`src/rtl/imm_split.sv`:
```
// ----------------------------------------------------------------------------
// imm_split
//   Splits a 32-bit word into the 15-bit immediate beat(s) that the 15->32
//   sign-extend path needs to rebuild it. A word whose bits [31:14] are all
//   equal goes out as a single SHORT beat (the consumer sign-extends it).
//   Any other word goes out as three zero-extended beats: TOP (bits 31:30),
//   MID (bits 29:15) and LOW (bits 14:0).
//
// Ports
//   clk        in   rising-edge clock
//   rst        in   asynchronous, active-high reset
//   in_valid   in   in_data is valid
//   in_ready   out  word can be accepted (high only when idle)
//   in_data    in   [IN_W-1:0]  word to encode
//   out_valid  out  current beat is valid
//   out_ready  in   downstream accepts the current beat
//   out_imm    out  [IMM_W-1:0] immediate field of the current beat
//   out_kind   out  [1:0] 00 SHORT, 01 TOP, 10 MID, 11 LOW
//   out_last   out  current beat is the final one for this word
// ----------------------------------------------------------------------------
module imm_split #(
    parameter int IN_W  = 32,
    parameter int IMM_W = 15
) (
    input  logic             clk,
    input  logic             rst,
    input  logic             in_valid,
    output logic             in_ready,
    input  logic [IN_W-1:0]  in_data,
    output logic             out_valid,
    input  logic             out_ready,
    output logic [IMM_W-1:0] out_imm,
    output logic [1:0]       out_kind,
    output logic             out_last
);

    localparam logic [1:0] KIND_SHORT = 2'b00;
    localparam logic [1:0] KIND_TOP   = 2'b01;
    localparam logic [1:0] KIND_MID   = 2'b10;
    localparam logic [1:0] KIND_LOW   = 2'b11;

    typedef enum logic [2:0] {
        ST_IDLE,
        ST_SHORT,
        ST_TOP,
        ST_MID,
        ST_LOW
    } state_t;

    state_t             r_state;
    state_t             w_state_next;
    logic [IN_W-1:0]    r_word;
    logic [IN_W-1:0]    w_word_next;
    logic [IMM_W-1:0]   r_imm;
    logic [IMM_W-1:0]   w_imm_next;
    logic [1:0]         r_kind;
    logic [1:0]         w_kind_next;
    logic               r_last;
    logic               w_last_next;
    logic               w_fits;

    // Word fits a signed IMM_W-bit immediate when every bit from the
    // immediate's sign bit upward is identical.
    assign w_fits = (&in_data[IN_W-1:IMM_W-1]) | ~(|in_data[IN_W-1:IMM_W-1]);

    assign in_ready  = (r_state == ST_IDLE);
    assign out_valid = (r_state != ST_IDLE);
    assign out_imm   = r_imm;
    assign out_kind  = r_kind;
    assign out_last  = r_last;

    always_ff @(posedge clk or posedge rst) begin
        if (rst) begin
            r_state <= ST_IDLE;
        end else begin
            r_state <= w_state_next;
        end
    end

    // Beat contents are computed one state ahead so that the registered
    // outputs are already correct on the edge that enters each state.
    always_comb begin
        w_state_next = r_state;
        w_word_next  = r_word;
        w_imm_next   = r_imm;
        w_kind_next  = r_kind;
        w_last_next  = r_last;
        case (r_state)
            ST_IDLE: begin
                if (in_valid) begin
                    w_word_next = in_data;
                    if (w_fits) begin
                        w_state_next = ST_SHORT;
                        w_imm_next   = in_data[IMM_W-1:0];
                        w_kind_next  = KIND_SHORT;
                        w_last_next  = 1'b1;
                    end else begin
                        w_state_next = ST_TOP;
                        w_imm_next   = {{(IMM_W-2){1'b0}}, in_data[IN_W-1:IN_W-2]};
                        w_kind_next  = KIND_TOP;
                        w_last_next  = 1'b0;
                    end
                end
            end
            ST_TOP: begin
                if (out_ready) begin
                    w_state_next = ST_MID;
                    w_imm_next   = r_word[2*IMM_W-1:IMM_W];
                    w_kind_next  = KIND_MID;
                    w_last_next  = 1'b0;
                end
            end
            ST_MID: begin
                if (out_ready) begin
                    w_state_next = ST_LOW;
                    w_imm_next   = r_word[IMM_W-1:0];
                    w_kind_next  = KIND_LOW;
                    w_last_next  = 1'b1;
                end
            end
            ST_SHORT, ST_LOW: begin
                if (out_ready) begin
                    w_state_next = ST_IDLE;
                    w_imm_next   = '0;
                    w_kind_next  = KIND_SHORT;
                    w_last_next  = 1'b0;
                end
            end
            default: begin
                w_state_next = ST_IDLE;
            end
        endcase
    end

    always_ff @(posedge clk or posedge rst) begin
        if (rst) begin
            r_word <= '0;
            r_imm  <= '0;
            r_kind <= KIND_SHORT;
            r_last <= 1'b0;
        end else begin
            r_word <= w_word_next;
            r_imm  <= w_imm_next;
            r_kind <= w_kind_next;
            r_last <= w_last_next;
        end
    end

endmodule

```
`config.mk`:
```
export PLATFORM = sky130hd
export DESIGN_NAME = imm_split
export DESIGN_NICKNAME = d
export VERILOG_FILES = /design/src/rtl/imm_split.sv
export SDC_FILE = /design/constraint.sdc
export NUM_CORES = 1
export LEC_CHECK = 0
export ABC_CLOCK_PERIOD_IN_PS = 3300
export BUFFER_PORTS_ARGS = -buffer_cell sky130_fd_sc_hd__buf_2
export CAP_MARGIN = 10
export CORE_ASPECT_RATIO = 1.4
export CORE_MARGIN = 1.5
export CORE_UTILIZATION = 53
export DETAILED_ROUTE_END_ITERATION = 12
export PLACE_DENSITY = 0.81
export SETUP_SLACK_MARGIN = 0.15
export SLEW_MARGIN = 25
export SYNTH_ARGS = -nofsm -noshare
export SYNTH_HDL_FRONTEND = slang
export SYNTH_SLANG_ARGS = --single-unit
```
`constraint.sdc`:
```
create_clock -name clk -period 3.3 [get_ports clk]
set_clock_uncertainty 0.2 [all_clocks]
set_input_delay 0.99 -clock clk [delete_from_list [all_inputs] [get_ports clk]]
set_output_delay 0.99 -clock clk [all_outputs]
set_load 0.01 [all_outputs]
```
==> impl_metrics.xml <==
<?xml version="1.0" encoding="UTF-8"?>
<metrics>
  <group name="finish">
    <metric name="areaGrowthSynthToFinish" unit="%">17.1</metric>
    <metric name="layout-drive-gt1-share" unit="%">26.7</metric>
    <metric name="layout.filler_cells" unit="">424</metric>
    <metric name="layout.core_utilization" unit="%">63.7</metric>
    <metric name="final_nets" unit="">354</metric>
    <metric name="layoutNonFillerInstCount" unit="">380</metric>
    <metric name="diodes" unit="">0</metric>
  </group>
  <group name="sta">
    <metric name="timing.final.max_slew_violations" unit="">0</metric>
    <metric name="setup-violations-final" unit="">0</metric>
    <metric name="setup_ws" unit="ps">524</metric>
    <metric name="period_needed" unit="ps">2780</metric>
    <metric name="final.period_utilization" unit="%">84.1</metric>
    <metric name="fin_setup_tns" unit="ps">0</metric>
    <metric name="final-hold-violation-count" unit="">0</metric>
    <metric name="timing.max_slew.rel_slack" unit="%">63.8</metric>
    <metric name="final_layout_worst_hold_slack" unit="ps">283</metric>
    <metric name="rsz0062_at_grt" unit="">false</metric>
    <metric name="worst_pin_slew" unit="ps">542</metric>
    <metric name="achievable-frequency" unit="GHz">0.360</metric>
  </group>
  <group name="clocking">
    <metric name="worstSkewPairLatency" unit="ps">290</metric>
    <metric name="clock_tree.root_cell" unit="">sky130_fd_sc_hd__clkbuf_8</metric>
    <metric name="tritoncts_num_sinks" unit="">51</metric>
    <metric name="cts_setup_buffers" unit="">0</metric>
    <metric name="htree_levels" unit="">2</metric>
    <metric name="tritoncts.num_buffers" unit="">5</metric>
    <metric name="clk_pin_slew" unit="ps">80</metric>
    <metric name="clock_path_buffers" unit="">2</metric>
    <metric name="post_cts.resized_instances" unit="">0</metric>
    <metric name="ctsHoldBuffers" unit="">0</metric>
    <metric name="clock_tree_from_tritoncts" unit="">done</metric>
  </group>
  <group name="logic_synthesis">
    <metric name="synth.net_count" unit="">303</metric>
    <metric name="netlist-cell-type-count" unit="">34</metric>
    <metric name="mappedNetlistArea" unit="um2">2450</metric>
    <metric name="synth-edff-count" unit="">0</metric>
    <metric name="synthFlopType" unit="">sky130_fd_sc_hd__dfrtp_1</metric>
    <metric name="synth_area_leaders" unit="">sky130_fd_sc_hd__dfrtp_1, sky130_fd_sc_hd__nand2_1, sky130_fd_sc_hd__o221ai_2, sky130_fd_sc_hd__a22oi_1, sky130_fd_sc_hd__clkbuf_1</metric>
    <metric name="post-synth-top-count-cell" unit="">sky130_fd_sc_hd__nand2_1</metric>
    <metric name="synth.avg_cell_area" unit="um2">9.17</metric>
    <metric name="netlist.area_leader.share" unit="%">52.1</metric>
    <metric name="syn-instance-count" unit="">267</metric>
    <metric name="ys_warnings" unit="">0</metric>
    <metric name="synthTopCellsByCount" unit="">sky130_fd_sc_hd__nand2_1, sky130_fd_sc_hd__dfrtp_1, sky130_fd_sc_hd__a22oi_1, sky130_fd_sc_hd__clkbuf_1, sky130_fd_sc_hd__o221ai_2</metric>
    <metric name="yosys_register_bits" unit="">51</metric>
    <metric name="synth.largest_area_cell" unit="">sky130_fd_sc_hd__dfrtp_1</metric>
    <metric name="postSynth.asyncResetShare" unit="%">100</metric>
    <metric name="synth_seq_area_share" unit="%">52.1</metric>
  </group>
  <group name="grt">
    <metric name="vias_in_the_first_global_route" unit="">2055</metric>
    <metric name="grt_use_total" unit="%">24.2</metric>
    <metric name="grt_antenna_before_repair" unit="">0</metric>
    <metric name="wire_length_of_the_first_global_routing_pass" unit="mm">9.36</metric>
    <metric name="globalRoute.totalOverflow" unit="">0</metric>
    <metric name="largest_net_degree_at_the_start_of_global_routing" unit="">28</metric>
  </group>
  <group name="power">
    <metric name="power.leakage" unit="nW">1.43</metric>
    <metric name="ir_worst_vdd" unit="mV">0.499</metric>
    <metric name="power.density" unit="nW/um2">902</metric>
  </group>
  <group name="setup_path">
    <metric name="worstSetupStartpointType" unit="">flip-flop</metric>
    <metric name="critical_path.cell_chain" unit="">or3_1 &gt; inv_1 &gt; buf_2</metric>
    <metric name="cpPeakStageDelay" unit="ps">520</metric>
    <metric name="timing.setup.critical_path_class" unit="">flip-flop to output pin</metric>
    <metric name="critical_path.top_delay_family" unit="">flip-flops</metric>
    <metric name="slowest_stage" unit="">sky130_fd_sc_hd__dfrtp_1</metric>
    <metric name="maximum_net_fanout_on_the_critical_path" unit="">14</metric>
    <metric name="crit_arrival" unit="ps">1590</metric>
    <metric name="path_buf_inv" unit="">2</metric>
    <metric name="worst_ep_required_time" unit="ps">2110</metric>
    <metric name="critPathCaptureType" unit="">output pin</metric>
  </group>
  <group name="die">
    <metric name="floorplan.die.height" unit="um">83.4</metric>
    <metric name="die_width" unit="um">60.4</metric>
    <metric name="die_area" unit="um2">5040</metric>
    <metric name="row_count" unit="">29</metric>
    <metric name="core-area" unit="um2">4500</metric>
    <metric name="initial_core_util" unit="%">54.4</metric>
    <metric name="ios" unit="">56</metric>
  </group>
  <group name="place">
    <metric name="dp_hpwl" unit="mm">3.82</metric>
    <metric name="gpl.final_weighted_congestion" unit="">0.793</metric>
    <metric name="dpl.cell_count" unit="">373</metric>
    <metric name="preCtsSetupSlack" unit="ps">282</metric>
    <metric name="portBuffers" unit="">55</metric>
  </group>
  <group name="run_status">
    <metric name="outcome" unit="">finished clean</metric>
  </group>
  <group name="drt">
    <metric name="post_drt_wl_per_cell" unit="um">14.5</metric>
    <metric name="routed-via-count" unit="">2133</metric>
    <metric name="first_iter_violations" unit="">122</metric>
    <metric name="route.detailed.drc" unit="">0</metric>
    <metric name="number_of_routed_nets_with_antenna_violations" unit="">0</metric>
    <metric name="viasPerCell" unit="">5.61</metric>
    <metric name="drt_pre_antenna_iters" unit="">4</metric>
    <metric name="routed_wl" unit="mm">5.52</metric>
  </group>
  <group name="hold_path">
    <metric name="worst_hold_path_type" unit="">flip-flop to flip-flop</metric>
  </group>
  <group name="flow_run">
    <metric name="max_cap_violations" unit="">0</metric>
  </group>
</metrics>
## layout make-up
class	count	area (um2)	area share, %
multi-input cells	192	1070	37.2
inverters	6	22.5	0.786
well taps	62	77.6	2.71
repair buffers	62	340	11.9
clock buffers	5	68.8	2.40
clock inverters	2	13.8	0.480
flip-flops and latches	51	1280	44.5
## logic make-up after synthesis
family,count (synthesis),synth area share [%]
buf+inv,24,4.45
flops,51,52.1
compound gates,51,18.1
mux,5,2.20
simple gates,136,23.1
## registers in the layout (all words and copies together) (netlist names)
| signal | cells |
|---|---|
| r_word | 30 |
| out_last | 1 |
| r_state | 3 |
| out_imm | 15 |
| out_kind | 2 |
## per-stage QoR
stage	cell area [um2]	power [W]
finish	2870	0.00259
global route	2870	0.00280
CTS	2870	0.00260
detailed placement	2780	0.00225
global placement	2780	0.00221
floorplan	2450	0.00189
## report_power, final
part | internal [W] | total (W) | switching, W
registers | 0.000925 | 0.00113 | 0.000209
clock network | 0.000145 | 0.000339 | 0.000194
logic | 0.000461 | 0.00111 | 0.000652
total | 0.00153 | 0.00259 | 0.00105
## worst min-delay path: cells and delay by family, from the launching register on
kind / cells / cell delay [ps]
DFF: 1 / 350
and+or+nand+nor: 2 / 110
## final timing paths
| check | from | to | slack, ps | cells after the start |
|---|---|---|---|---|
| worst max register to register | r_state[2] | out_imm[3] | 790 | 6 |
| max in group asynchronous | rst | r_word[28] | 1850 | 3 |
| min in group asynchronous | rst | r_word[9] | 520 | 2 |
| worst max-delay path | r_state[2] | in_ready | 520 | 3 |
| worst min register to register | r_word[2] | r_word[2] | 280 | 2 |
| worst min-delay path | r_word[2] | r_word[2] | 280 | 2 |
## cell usage in the layout, fill, tap and decap left out, types with 2 or more instances in the layout
master,synthesis,layout
sky130_fd_sc_hd__nor2_1,7,7
sky130_fd_sc_hd__o211ai_1,2,2
sky130_fd_sc_hd__or4_1,3,3
sky130_fd_sc_hd__clkbuf_8,0,5
sky130_fd_sc_hd__o41ai_1,2,2
sky130_fd_sc_hd__buf_2,3,55
sky130_fd_sc_hd__nand2_1,110,110
sky130_fd_sc_hd__o221ai_2,10,10
sky130_fd_sc_hd__nand2b_1,2,2
sky130_fd_sc_hd__dfrtp_1,51,51
sky130_fd_sc_hd__o221ai_1,3,3
sky130_fd_sc_hd__buf_4,0,6
sky130_fd_sc_hd__a22o_1,2,2
sky130_fd_sc_hd__nor4_1,3,3
sky130_fd_sc_hd__nand3_1,2,2
sky130_fd_sc_hd__nand4_1,3,3
sky130_fd_sc_hd__o21ai_0,6,5
sky130_fd_sc_hd__mux2i_1,2,2
sky130_fd_sc_hd__a22oi_1,13,13
sky130_fd_sc_hd__a311o_1,2,2
sky130_fd_sc_hd__inv_1,6,5
sky130_fd_sc_hd__a21oi_1,6,6
sky130_fd_sc_hd__mux2_2,3,3
## per-layer routing
| layer | share of wire (%) | global-route usage, % |
|---|---|---|
| met4 | 1.5 | 7.71 |
| met3 | 5.2 | 4.98 |
| met5 | 0 | 0 |
| met1 | 42 | 32.0 |
| met2 | 51 | 39.2 |
(Power assumes the default switching activity.)
